[src/rtl/shift_issue_stage.sv]
// -----------------------------------------------------------------------------
// shift_issue_stage
//
// Issue/retire stage sitting in front of the ALU shifters (sll32 / sra32).
// Shift micro-ops from decode are buffered in a 2-entry FIFO; the head entry
// drives the shifter inputs combinationally, and on issue the selected shifter
// result is captured with its destination tag in an output register that is
// handed to writeback over a valid/ready handshake. One op per cycle sustained.
//
// Build option:
//   SHIFT_STAGE_SRA_EN  defined   : OP_SLL and OP_SRA are both legal.
//                       undefined : only OP_SLL is legal; OP_SRA flags
//                                   err_opcode, sra_result is ignored.
//
// Ports:
//   clock, reset_n          clock (rising edge), async active-low reset
//   flush                   synchronous squash of all buffered/held ops
//   in_valid / in_ready     decode handshake (in_ready = FIFO not full)
//   in_opcode, in_a,
//   in_shamt, in_tag        op payload from decode
//   sh_a, sh_amt            head operand / amount to the shifters
//   sll_result, sra_result  combinational shifter outputs
//   out_valid / out_ready   writeback handshake
//   out_result, out_tag     registered result and destination tag
//   err_opcode              sticky flag: a non-shift opcode was accepted
// -----------------------------------------------------------------------------
module shift_issue_stage #(
   parameter int unsigned DATA_W  = 32,
   parameter int unsigned SHAMT_W = 5,
   parameter int unsigned TAG_W   = 5
) (
   input  logic               clock,
   input  logic               reset_n,
   input  logic               flush,
   input  logic               in_valid,
   output logic               in_ready,
   input  logic [4:0]         in_opcode,
   input  logic [DATA_W-1:0]  in_a,
   input  logic [SHAMT_W-1:0] in_shamt,
   input  logic [TAG_W-1:0]   in_tag,
   output logic [DATA_W-1:0]  sh_a,
   output logic [SHAMT_W-1:0] sh_amt,
   input  logic [DATA_W-1:0]  sll_result,
   input  logic [DATA_W-1:0]  sra_result,
   output logic               out_valid,
   input  logic               out_ready,
   output logic [DATA_W-1:0]  out_result,
   output logic [TAG_W-1:0]   out_tag,
   output logic               err_opcode
);

   localparam logic [4:0]  OP_SLL = 5'b00100;
   localparam logic [4:0]  OP_SRA = 5'b00101;
   localparam int unsigned DEPTH  = 2;
   localparam int unsigned CNT_W  = 2;

   // FIFO entry payload; the op bit only exists when SRA is built in.
   typedef struct packed {
`ifdef SHIFT_STAGE_SRA_EN
      logic               op_sra;
`endif
      logic [DATA_W-1:0]  a;
      logic [SHAMT_W-1:0] shamt;
      logic [TAG_W-1:0]   tag;
   } entry_t;

   typedef enum logic {
      S_EMPTY = 1'b0,
      S_FULL  = 1'b1
   } state_t;

   state_t             state_q;
   state_t             state_d;

   entry_t             fifo_q [DEPTH];
   logic               wr_ptr_q;
   logic               rd_ptr_q;
   logic [CNT_W-1:0]   count_q;
   logic               ready_q;

   entry_t             in_entry_c;
   entry_t             head_c;
   logic               legal_c;
   logic               accept_c;
   logic               push_c;
   logic               issue_c;
   logic               nonempty_c;
   logic [DATA_W-1:0]  result_sel_c;

`ifndef SHIFT_STAGE_SRA_EN
   // sra_result has no consumer in the SLL-only build.
   logic               sra_unused;
   assign sra_unused = ^sra_result;
`endif

   // Opcode legality decode.
   always_comb begin
      legal_c = (in_opcode == OP_SLL);
`ifdef SHIFT_STAGE_SRA_EN
      if (in_opcode == OP_SRA) begin
         legal_c = 1'b1;
      end
`endif
   end

   // Ready depends on registered state only; ready_q holds it low until the
   // first edge after reset release.
   assign in_ready   = ready_q && (count_q < CNT_W'(DEPTH));
   assign accept_c   = in_valid && in_ready;
   assign nonempty_c = (count_q != '0);
   assign head_c     = fifo_q[rd_ptr_q];

   // Pack the incoming op into a FIFO entry.
   always_comb begin
      in_entry_c       = '0;
`ifdef SHIFT_STAGE_SRA_EN
      in_entry_c.op_sra = (in_opcode == OP_SRA);
`endif
      in_entry_c.a     = in_a;
      in_entry_c.shamt = in_shamt;
      in_entry_c.tag   = in_tag;
   end

   // Shifter drive straight from FIFO storage; zero when nothing is buffered.
   assign sh_a   = nonempty_c ? head_c.a     : '0;
   assign sh_amt = nonempty_c ? head_c.shamt : '0;

   // Result select between the two shifters.
   always_comb begin
      result_sel_c = sll_result;
`ifdef SHIFT_STAGE_SRA_EN
      if (head_c.op_sra) begin
         result_sel_c = sra_result;
      end
`endif
   end

   // Output-register FSM: state register.
   always_ff @(posedge clock or negedge reset_n) begin
      if (!reset_n) begin
         state_q <= S_EMPTY;
      end else begin
         state_q <= state_d;
      end
   end

   // Output-register FSM: next state. Flush wins over everything.
   always_comb begin
      state_d = state_q;
      if (flush) begin
         state_d = S_EMPTY;
      end else begin
         case (state_q)
            S_EMPTY: begin
               if (issue_c) begin
                  state_d = S_FULL;
               end
            end
            S_FULL: begin
               if (issue_c) begin
                  state_d = S_FULL;
               end else if (out_ready) begin
                  state_d = S_EMPTY;
               end
            end
            default: state_d = S_EMPTY;
         endcase
      end
   end

   // Output-register FSM: control outputs. Issue needs a head entry and a
   // free (or freeing) output register; flush suppresses both push and issue.
   always_comb begin
      issue_c = 1'b0;
      push_c  = 1'b0;
      if (!flush) begin
         issue_c = nonempty_c && ((state_q == S_EMPTY) || out_ready);
         push_c  = accept_c && legal_c;
      end
   end

   assign out_valid = (state_q == S_FULL);

   // FIFO storage, pointers and occupancy.
   always_ff @(posedge clock or negedge reset_n) begin
      if (!reset_n) begin
         for (int i = 0; i < DEPTH; i++) begin
            fifo_q[i] <= '0;
         end
         wr_ptr_q <= 1'b0;
         rd_ptr_q <= 1'b0;
         count_q  <= '0;
         ready_q  <= 1'b0;
      end else begin
         ready_q <= 1'b1;
         if (flush) begin
            wr_ptr_q <= 1'b0;
            rd_ptr_q <= 1'b0;
            count_q  <= '0;
         end else begin
            if (push_c) begin
               fifo_q[wr_ptr_q] <= in_entry_c;
               wr_ptr_q         <= ~wr_ptr_q;
            end
            if (issue_c) begin
               rd_ptr_q <= ~rd_ptr_q;
            end
            count_q <= count_q + CNT_W'(push_c) - CNT_W'(issue_c);
         end
      end
   end

   // Output data register; holds while the FSM is FULL and stalled.
   always_ff @(posedge clock or negedge reset_n) begin
      if (!reset_n) begin
         out_result <= '0;
         out_tag    <= '0;
      end else if (issue_c) begin
         out_result <= result_sel_c;
         out_tag    <= head_c.tag;
      end
   end

   // Sticky illegal-opcode flag; only reset clears it.
   always_ff @(posedge clock or negedge reset_n) begin
      if (!reset_n) begin
         err_opcode <= 1'b0;
      end else if (accept_c && !legal_c) begin
         err_opcode <= 1'b1;
      end
   end

endmodule

[config.mk]
export PLATFORM = sky130hd
export DESIGN_NAME = shift_issue_stage
export DESIGN_NICKNAME = d
export VERILOG_FILES = /design/src/rtl/shift_issue_stage.sv
export SDC_FILE = /design/constraint.sdc
export NUM_CORES = 1
export LEC_CHECK = 0
export CORE_MARGIN = 10
export CORE_UTILIZATION = 46
export CTS_BUF_LIST = sky130_fd_sc_hd__clkbuf_16
export DETAILED_ROUTE_END_ITERATION = 8
export HOLD_SLACK_MARGIN = 0.1
export PLACE_DENSITY = 0.85
export SLEW_MARGIN = 20
export SYNTH_ARGS = -nofsm -noshare
export SYNTH_HDL_FRONTEND = slang
export SYNTH_SLANG_ARGS = --single-unit
[constraint.sdc]
create_clock -name clock -period 2.75 [get_ports clock]
set_input_delay 0.4125 -clock clock [delete_from_list [all_inputs] [get_ports clock]]
set_output_delay 0.4125 -clock clock [all_outputs]
set_load 0.01 [all_outputs]
==> results_dict.tcl, run 1 <==
set metrics [dict create \
    cts_tree "built" \
    cts-buffers-inserted 17 \
    synth_cell_types 28 \
    multiInputGateArea_mm2 0.00233 \
    clkTransAtPathRegs_ps 50 \
    peakVddDrop_mv 0.545 \
    syn_area_per_cell_um2 14.9 \
    vias_per_cell 4.96 \
    synth_edf_count 0 \
    yosysSeqAreaShare_pct 56.4 \
    routed-wl-met2_um 6570 \
    synthCells 380 \
    crit_fanout 19 \
    antennaDiodeCount 0 \
    r2r_setup_slack_ps 720 \
    finalSetupViolCount 0 \
    min_to "err_opcode" \
    path_class "register to primary output" \
    port_buffers 160 \
    hold_class "register to register" \
    hold_viol 0 \
    drv_slew 0 \
    final_common_cell "clkdlybuf4s50_1" \
    hpwlAfterDp_um 9650 \
    rsz0062_at_grt "false" \
    grt_max_degree 49 \
    initial_core_util_pct 47.1 \
    ant_nets 0 \
    crit_arrival_ps 2150 \
    final_cell_mix "clkdlybuf4s50_1, dfrtp_1, mux2_2, nor2_1, mux2_4" \
    wl_met1_um 5560 \
    fin_total_pwr_uw 6240 \
    die_area_mm2 0.0172 \
    first_pass_iters 4 \
    critPathRequiredTime_ps 2340 \
    ys_warn_count 0 \
    cts_root_buffer "clkbuf_16" \
    wl_per_cell_um 18.6 \
    overflow 0 \
    startpoint_type "register" \
    grt_usage_pct 16.3 \
    clock_latency_ps 420 \
    fmax_mhz 391 \
    cap_violations 0 \
    vias 3636 \
    route.detailed.drc 0 \
    io_pins 193 \
    rr_endpoint "count_q[1]" \
    async_reset_ff_share_pct 100 \
    clockBufferDepth 2 \
    areaGrowthSynthToFinish_pct 41.3 \
    synth_fp_nets 498 \
    max_stage_delay_ps 620 \
    hold_depth 1 \
    p_per_area_mw_per_mm2 778 \
    htree_levels 4 \
    syn_area_mm2 0.00568 \
    post_cts_buffers 0 \
    core_area_mm2 0.0121 \
    holdCritStartpoint "err_opcode" \
    fin_setup_tns_ps 0 \
    num-fill-cells 915 \
    antenna_found_initial 0 \
    layout.nets 670 \
    crit_buf_inv 2 \
    maxUsedRoutingLayer "met4" \
    worstRegToRegCells 9 \
    grt_pass1_wl_um 22400 \
    critPathTopFamily "buffers and inverters" \
    place_inst 700 \
    fin_crit_ps 2560 \
    die_w_um 131 \
    worst_slew_pin_slew_ps 644 \
    slowest_stage "dfrtp_4" \
    clock_sinks 128 \
    route.met3.wl_um 1230 \
    outcome "finished clean" \
    relSlewSlack_pct 57.1 \
    min_period_over_period_pct 93.1 \
    fp-row-count 40 \
    reg2reg_from "count_q[1]" \
    finalWirelength_um 13600 \
    ys_seq_elements 128 \
    utilization_pct 66.5 \
    p_leak_uw 0.00367 \
    synthFlopType "dfrtp_1" \
    regArea_mm2 0.00321 \
    path_cells "buf_4 -> mux2i_1 -> nor2_1 -> clkdlybuf4s50_1" \
    place_congestion 0.730 \
    drtIter0Drc 191 \
    endpoint_kind "primary output" \
    die_y_um 131 \
    skew_ps 10.1 \
    final_cell_count_no_fill 733 \
    drive_gt1_share_pct 29.6 \
    grt_pass1_vias 4213 \
]
## final cells by class
cell class | instances | share of cell area [%]
well taps | 168 | 2.62
clock inverters | 15 | 1.09
repair buffers | 175 | 22.0
clock buffers | 17 | 5.30
inverters | 1 | 0.0468
flip-flops and latches | 128 | 40.0
multi-input cells | 229 | 29.0
## through the flow
stage / setup slack [ps] / hold slack (ps) / cell area (um2)
3_5_place_dp: 332 / 471 / 7500
2_1_floorplan: 666 / 117 / 5680
6_report: 189 / 476 / 8030
3_3_place_gp: 387 / 453 / 7500
5_1_grt: 123 / 512 / 8030
4_1_cts: 40.9 / 480 / 8020
## cells in the mapped netlist (3+ instances only)
master	number	area, um2
dfrtp_1	128	3200
mux2i_1	37	370
buf_6	8	90.1
nand3b_1	3	22.5
clkbuf_1	5	18.8
mux2_1	3	33.8
nor2_1	41	154
mux2_2	83	935
nor2b_1	3	18.8
buf_2	6	30.0
nor3_1	4	20.0
mux2_4	40	601
## cells by family after synthesis
| logic type | Yosys count | synth area share, % |
|---|---|---|
| AOI/OAI and AO/OA | 5 | 0.595 |
| xor gates and xnor gates | 1 | 0.154 |
| adders and majority gates | 2 | 0.440 |
| buffers and inverters | 23 | 2.84 |
| DFF | 128 | 56.4 |
| muxes | 163 | 34.1 |
| other | 1 | 0.0660 |
| and+or+nand+nor | 57 | 5.37 |
## metal layers
| metal | up-vias | track usage, % |
|---|---|---|
| met1 | 1831 | 18.3 |
| met3 | 17 | 7.85 |
| li1 | 1670 | - |
| met5 | - | 0 |
| met2 | 118 | 25.9 |
| met4 | 0 | 6.63 |
## state kept, by name (all words and copies together), names as in the netlist
register    count
out_result     32
ready_q         1
fifo_q         84
rd_ptr_q        1
count_q         2
out_valid       1
err_opcode      1
wr_ptr_q        1
out_tag         5
## worst max path at each step
stage               cells after the start    startpoint  slack (ps)    endpoint
finish                                  4      rd_ptr_q         190    sh_a[25]
detailed placement                      9  in_opcode[1]         330  count_q[1]
CTS                                     4      rd_ptr_q          40    sh_a[25]
global route                            4      rd_ptr_q         120    sh_a[25]
global placement                        9  in_opcode[1]         390  count_q[1]
floorplan                              10         flush         670  count_q[1]
## power by group
| group | internal [uW] | switching, uW | leakage [uW] | total [uW] |
|---|---|---|---|---|
| clock network | 1200 | 764 | 0.000262 | 1960 |
| registers | 2230 | 230 | 0.00170 | 2460 |
| logic | 1090 | 728 | 0.00170 | 1820 |
| total | 4520 | 1720 | 0.00367 | 6240 |
## repair_timing
action,in CTS,in global routing
setup endpoints to repair,0,3
endpoints found under the hold margin,44,0
resized for setup,0,1
hold buffers,1,0
No activity file was read; power rests on OpenSTA's default activity.
==> inputs of run 2 (changes only) <==
--- a/config.mk
+++ b/config.mk
@@ -7,10 +7,10 @@
 export LEC_CHECK = 0
 export CORE_MARGIN = 10
 export CORE_UTILIZATION = 46
-export CTS_BUF_LIST = sky130_fd_sc_hd__clkbuf_16
 export DETAILED_ROUTE_END_ITERATION = 8
 export HOLD_SLACK_MARGIN = 0.1
 export PLACE_DENSITY = 0.85
+export RECOVER_POWER = 50
 export SLEW_MARGIN = 20
 export SYNTH_ARGS = -nofsm -noshare
 export SYNTH_HDL_FRONTEND = slang
==> run 2 against run 1 <==
Combinational power decreased by 4%; worst setup slack improved by 52 ps; non-clock buffer count unchanged; critical path depth unchanged; flip-flop and latch count unchanged; clock skew about the same; register-to-register slack got worse by 370 ps; global-route usage about the same; power increased by 2.3%; sequential power about the same; first-iteration DRC count increased by 3.7%; clock power increased by 12%.
==> results_dict.tcl, run 2 (synthesis results as in run 1) <==
set metrics [dict create \
    outcome "finished clean" \
    die_area_mm2 0.0172 \
    overflow 0 \
    final_common_cell "clkdlybuf4s50_1" \
    endpoint_kind "primary output" \
    core_area_mm2 0.0121 \
    rr_endpoint "fifo_q[82]" \
    fp-row-count 40 \
    utilization_pct 66.7 \
    areaGrowthSynthToFinish_pct 41.6 \
    route.detailed.drc 0 \
    cts_tree "built" \
    grt_usage_pct 16.2 \
    min_period_over_period_pct 91.2 \
    drive_gt1_share_pct 30.4 \
    first_pass_iters 4 \
    r2r_setup_slack_ps 350 \
    final_cell_mix "clkdlybuf4s50_1, dfrtp_1, mux2_2, nor2_1, mux2_4" \
    crit_fanout 19 \
    reg2reg_from "count_q[1]" \
    ant_nets 0 \
    clkTransAtPathRegs_ps 50 \
    port_buffers 160 \
    holdCritStartpoint "err_opcode" \
    path_class "register to primary output" \
    fmax_mhz 399 \
    fin_crit_ps 2510 \
    clock_latency_ps 420 \
    clock_sinks 128 \
    fin_setup_tns_ps 0 \
    rsz0062_at_grt "false" \
    finalSetupViolCount 0 \
    hpwlAfterDp_um 9650 \
    post_cts_buffers 0 \
    startpoint_type "register" \
    clockBufferDepth 2 \
    htree_levels 4 \
    die_y_um 131 \
    cts-buffers-inserted 17 \
    wl_per_cell_um 18.4 \
    p_leak_uw 0.00369 \
    cts_root_buffer "clkbuf_16" \
    hold_viol 0 \
    vias_per_cell 4.98 \
    critPathRequiredTime_ps 2340 \
    crit_arrival_ps 2100 \
    skew_ps 10.5 \
    grt_max_degree 49 \
    antennaDiodeCount 0 \
    antenna_found_initial 0 \
    reg_top3 "fifo_q x84, out_result x32, out_tag x5" \
    worst_slew_pin_slew_ps 1140 \
    peakVddDrop_mv 0.528 \
    layout.nets 670 \
    die_w_um 131 \
    finalWirelength_um 13500 \
    hold_depth 1 \
    place_congestion 0.730 \
    relSlewSlack_pct 23.8 \
    largest_reg_flops 84 \
    drv_slew 0 \
    top_register "fifo_q" \
    min_to "err_opcode" \
    vias 3653 \
    hold_class "register to register" \
    grt_pass1_vias 4229 \
    initial_core_util_pct 47.1 \
    io_pins 193 \
    grt_pass1_wl_um 22500 \
    p_per_area_mw_per_mm2 794 \
    drtIter0Drc 198 \
    cap_violations 0 \
    worstRegToRegCells 5 \
]
## run 2: layer usage
layer | part of all wire (%) | up-vias | global-route usage (%)
met5 | 0 | - | 0
met4 | 1.8 | 0 | 6.63
met3 | 9.5 | 16 | 7.93
met2 | 48 | 118 | 25.6
met1 | 41 | 1847 | 18.4
li1 | - | 1672 | -
## run 2: power by group
part	total [uW]	internal, uW	switching, uW
logic	1740	1020	723
clock network	2200	1440	764
registers	2450	2230	220
total	6390	4680	1710
## run 2: timing repair
action | CTS | global route
hold buffers | 1 | 0
resized for setup | 0 | 1
endpoints found under the hold margin | 44 | 0
endpoints found under the setup margin | 0 | 1
## run 2: cell type report
type,count,area (um2)
clock inverters,3,42.5
multi-input cells,229,2300
clock buffers,29,551
fillers,909,4020
repair buffers,175,1730
inverters,1,3.75
well taps,168,210
flip-flops and latches,128,3210
## run 2: worst max-delay path by stage
stage / from / to / slack [ps] / depth (start not counted)
4_1_cts: rd_ptr_q / sh_a[29] / 80 / 4
6_report: rd_ptr_q / sh_a[29] / 240 / 4
3_3_place_gp: in_opcode[1] / count_q[1] / 390 / 9
3_5_place_dp: in_opcode[1] / count_q[1] / 330 / 9
2_1_floorplan: flush / count_q[1] / 670 / 10
5_1_grt: reset_n / fifo_q[5] / 120 / 3
## run 2: worst max-delay path: stages (launching register included)
cell	delay, ps
dfrtp_4	640
buf_4	270
mux2i_1	230
nor2_1	60
clkdlybuf4s50_1	490
## run 2: stage by stage
step           cells  instance area [um2]  setup slack [ps]  hold slack (ps)  total power, uW
2_1_floorplan    380                 5680               666              117             3310
3_3_place_gp     700                 7500               387              453             4280
3_5_place_dp     700                 7500               332              471             4340
4_1_cts          733                 8100              77.0              480             6570
5_1_grt          733                 8050               116              511             6720
6_report         733                 8050               241              472             6390
==> inputs of run 3 (changes only) <==
--- a/config.mk
+++ b/config.mk
@@ -6,10 +6,11 @@
 export NUM_CORES = 1
 export LEC_CHECK = 0
 export CORE_MARGIN = 10
-export CORE_UTILIZATION = 46
+export CORE_UTILIZATION = 55
 export DETAILED_ROUTE_END_ITERATION = 8
+export DONT_BUFFER_PORTS = 1
 export HOLD_SLACK_MARGIN = 0.1
-export PLACE_DENSITY = 0.85
+export PLACE_DENSITY = 0.74
 export RECOVER_POWER = 50
 export SLEW_MARGIN = 20
 export SYNTH_ARGS = -nofsm -noshare
==> constraint.sdc (replaced) <==
create_clock -name clock -period 2.7 [get_ports clock]
set_input_delay 0.405 -clock clock [delete_from_list [all_inputs] [get_ports clock]]
set_output_delay 0.405 -clock clock [all_outputs]
set_load 0.01 [all_outputs]
==> run 3 against run 2 <==
Global-route usage rose by 1.2 points; the flow now finishes with violations (negative hold slack); via count fell by 9.5%; sequential share of layout area rose by 5.0 points; utilization rose by 3.4 points; clock skew fell by 3.3 ps; non-clock buffer count fell by 92; critical path depth fell by 1; worst setup slack improved by 280 ps.
==> results_dict.tcl, run 3 (synthesis results as in run 1) <==
set metrics [dict create \
    cts_tree "built" \
    final_cell_mix "dfrtp_1, mux2_2, dlygate4sd3_1, nor2_1, mux2_4" \
    cts-buffers-inserted 17 \
    htree_levels 4 \
    drv_slew 0 \
    first_pass_iters 4 \
    fin_total_pwr_uw 5920 \
    hold_viol 128 \
    worstRegToRegCells 8 \
    fin_crit_ps 2180 \
    cts-hold-fix-buffers 76 \
    endpoint_kind "primary output" \
    outcome "complete, but fails checks" \
    p_leak_uw 0.00335 \
    grt_usage_pct 17.4 \
    cts_root_buffer "clkbuf_8" \
    antennaDiodeCount 0 \
    vias_per_cell 5.43 \
    fp-row-count 37 \
    critPathRequiredTime_ps 2300 \
    reg_top3 "fifo_q x84, out_result x32, out_tag x5" \
    critPathTopFamily "flip-flops" \
    core_area_mm2 0.0102 \
    holdWs_ps -413 \
    final_common_cell "dfrtp_1" \
    p_per_area_mw_per_mm2 830 \
    crit_fanout 13 \
    hold_class "input pin to asynchronous set/reset pin" \
    slowest_stage "dfrtp_2" \
    finalWirelength_um 12300 \
    grt_pass1_wl_um 20300 \
    drtIter0Drc 190 \
    peakVddDrop_mv 0.610 \
    antenna_found_initial 0 \
    min_period_over_period_pct 80.7 \
    path_class "register to primary output" \
    port_buffers 0 \
    ant_nets 0 \
    die_w_um 122 \
    die_y_um 122 \
    rsz0062_at_grt "false" \
    max_stage_delay_ps 570 \
    path_cells "buf_4 -> mux2i_1 -> nor2_1" \
    areaGrowthSynthToFinish_pct 25.6 \
    cp_num_cells 3 \
    drive_gt1_share_pct 35.9 \
    clkTransAtPathRegs_ps 60 \
    clock_latency_ps 510 \
    place_congestion 0.695 \
    top_register "fifo_q" \
    initial_core_util_pct 55.8 \
    grt_pass1_vias 3780 \
    cap_violations 0 \
    num-fill-cells 674 \
    wl_per_cell_um 20.2 \
    largest_reg_flops 84 \
    layout.nets 578 \
    skew_ps 7.18 \
    startpoint_type "register" \
    clockBufferDepth 2 \
    crit_buf_inv 1 \
    vias 3306 \
    grt_max_degree 129 \
    crit_arrival_ps 1770 \
    clock_sinks 128 \
    io_pins 193 \
    fmax_mhz 459 \
    ctsResizeCount 0 \
    fin_setup_tns_ps 0 \
    violations "negative hold slack" \
    finalSetupViolCount 0 \
    post_cts_buffers 0 \
    die_area_mm2 0.0148 \
    route.detailed.drc 0 \
    overflow 0 \
    hpwlAfterDp_um 7730 \
]
[run 3: through the flow]
stage               util [%]  worst slack, ps  std cells  instance area (um2)  hold slack [ps]
floorplan                  -              624        380                 5680              109
global placement        56.8              575        501                 5780              114
detailed placement      56.8              549        501                 5780              113
CTS                     70.1              480        609                 7140             -435
global route            70.1              344        609                 7140             -442
finish                  70.1              520        609                 7140             -413
[run 3: per-layer routing]
layer,track usage (%),part of all wire [%]
met1,20.6,41
met2,27.2,49
met3,7.54,9.1
met4,7.38,1.5
met5,0,0
[run 3: worst register-to-register path: stages (launching register included)]
cell and delay, ps:
dfrtp_1 480, nor4b_4 530, nand3b_1 150, ha_1 300, inv_1 30, ha_1 170
xor2_1 150, and2_1 150, nor3_1 120
[run 3: final timing paths]
path | from | end | slack, ps
worst max register to register | count_q[1] | count_q[1] | 540
min in group clock | in_opcode[3] | wr_ptr_q | 120
worst min register to register | fifo_q[47] | fifo_q[47] | 490
worst max-delay path | rd_ptr_q | sh_a[8] | 520
worst min-delay path | reset_n | fifo_q[31] | -410
max in group asynchronous | reset_n | fifo_q[64] | 2910
[run 3: layout make-up]
cell class                 count  area (um2)  share of cell area (%)
clock buffer                  23         487                    6.82
inverter                       1        3.75                  0.0526
clock inverter                 9         105                    1.47
timing repair buffer          83         838                    11.7
tap                          136         170                    2.38
multi-input combinational    229        2330                    32.6
sequential                   128        3200                    44.9
[run 3: power breakdown]
| group | switching, uW | internal (uW) |
|---|---|---|
| Clock | 808 | 1430 |
| Sequential | 418 | 2270 |
| Combinational | 428 | 566 |
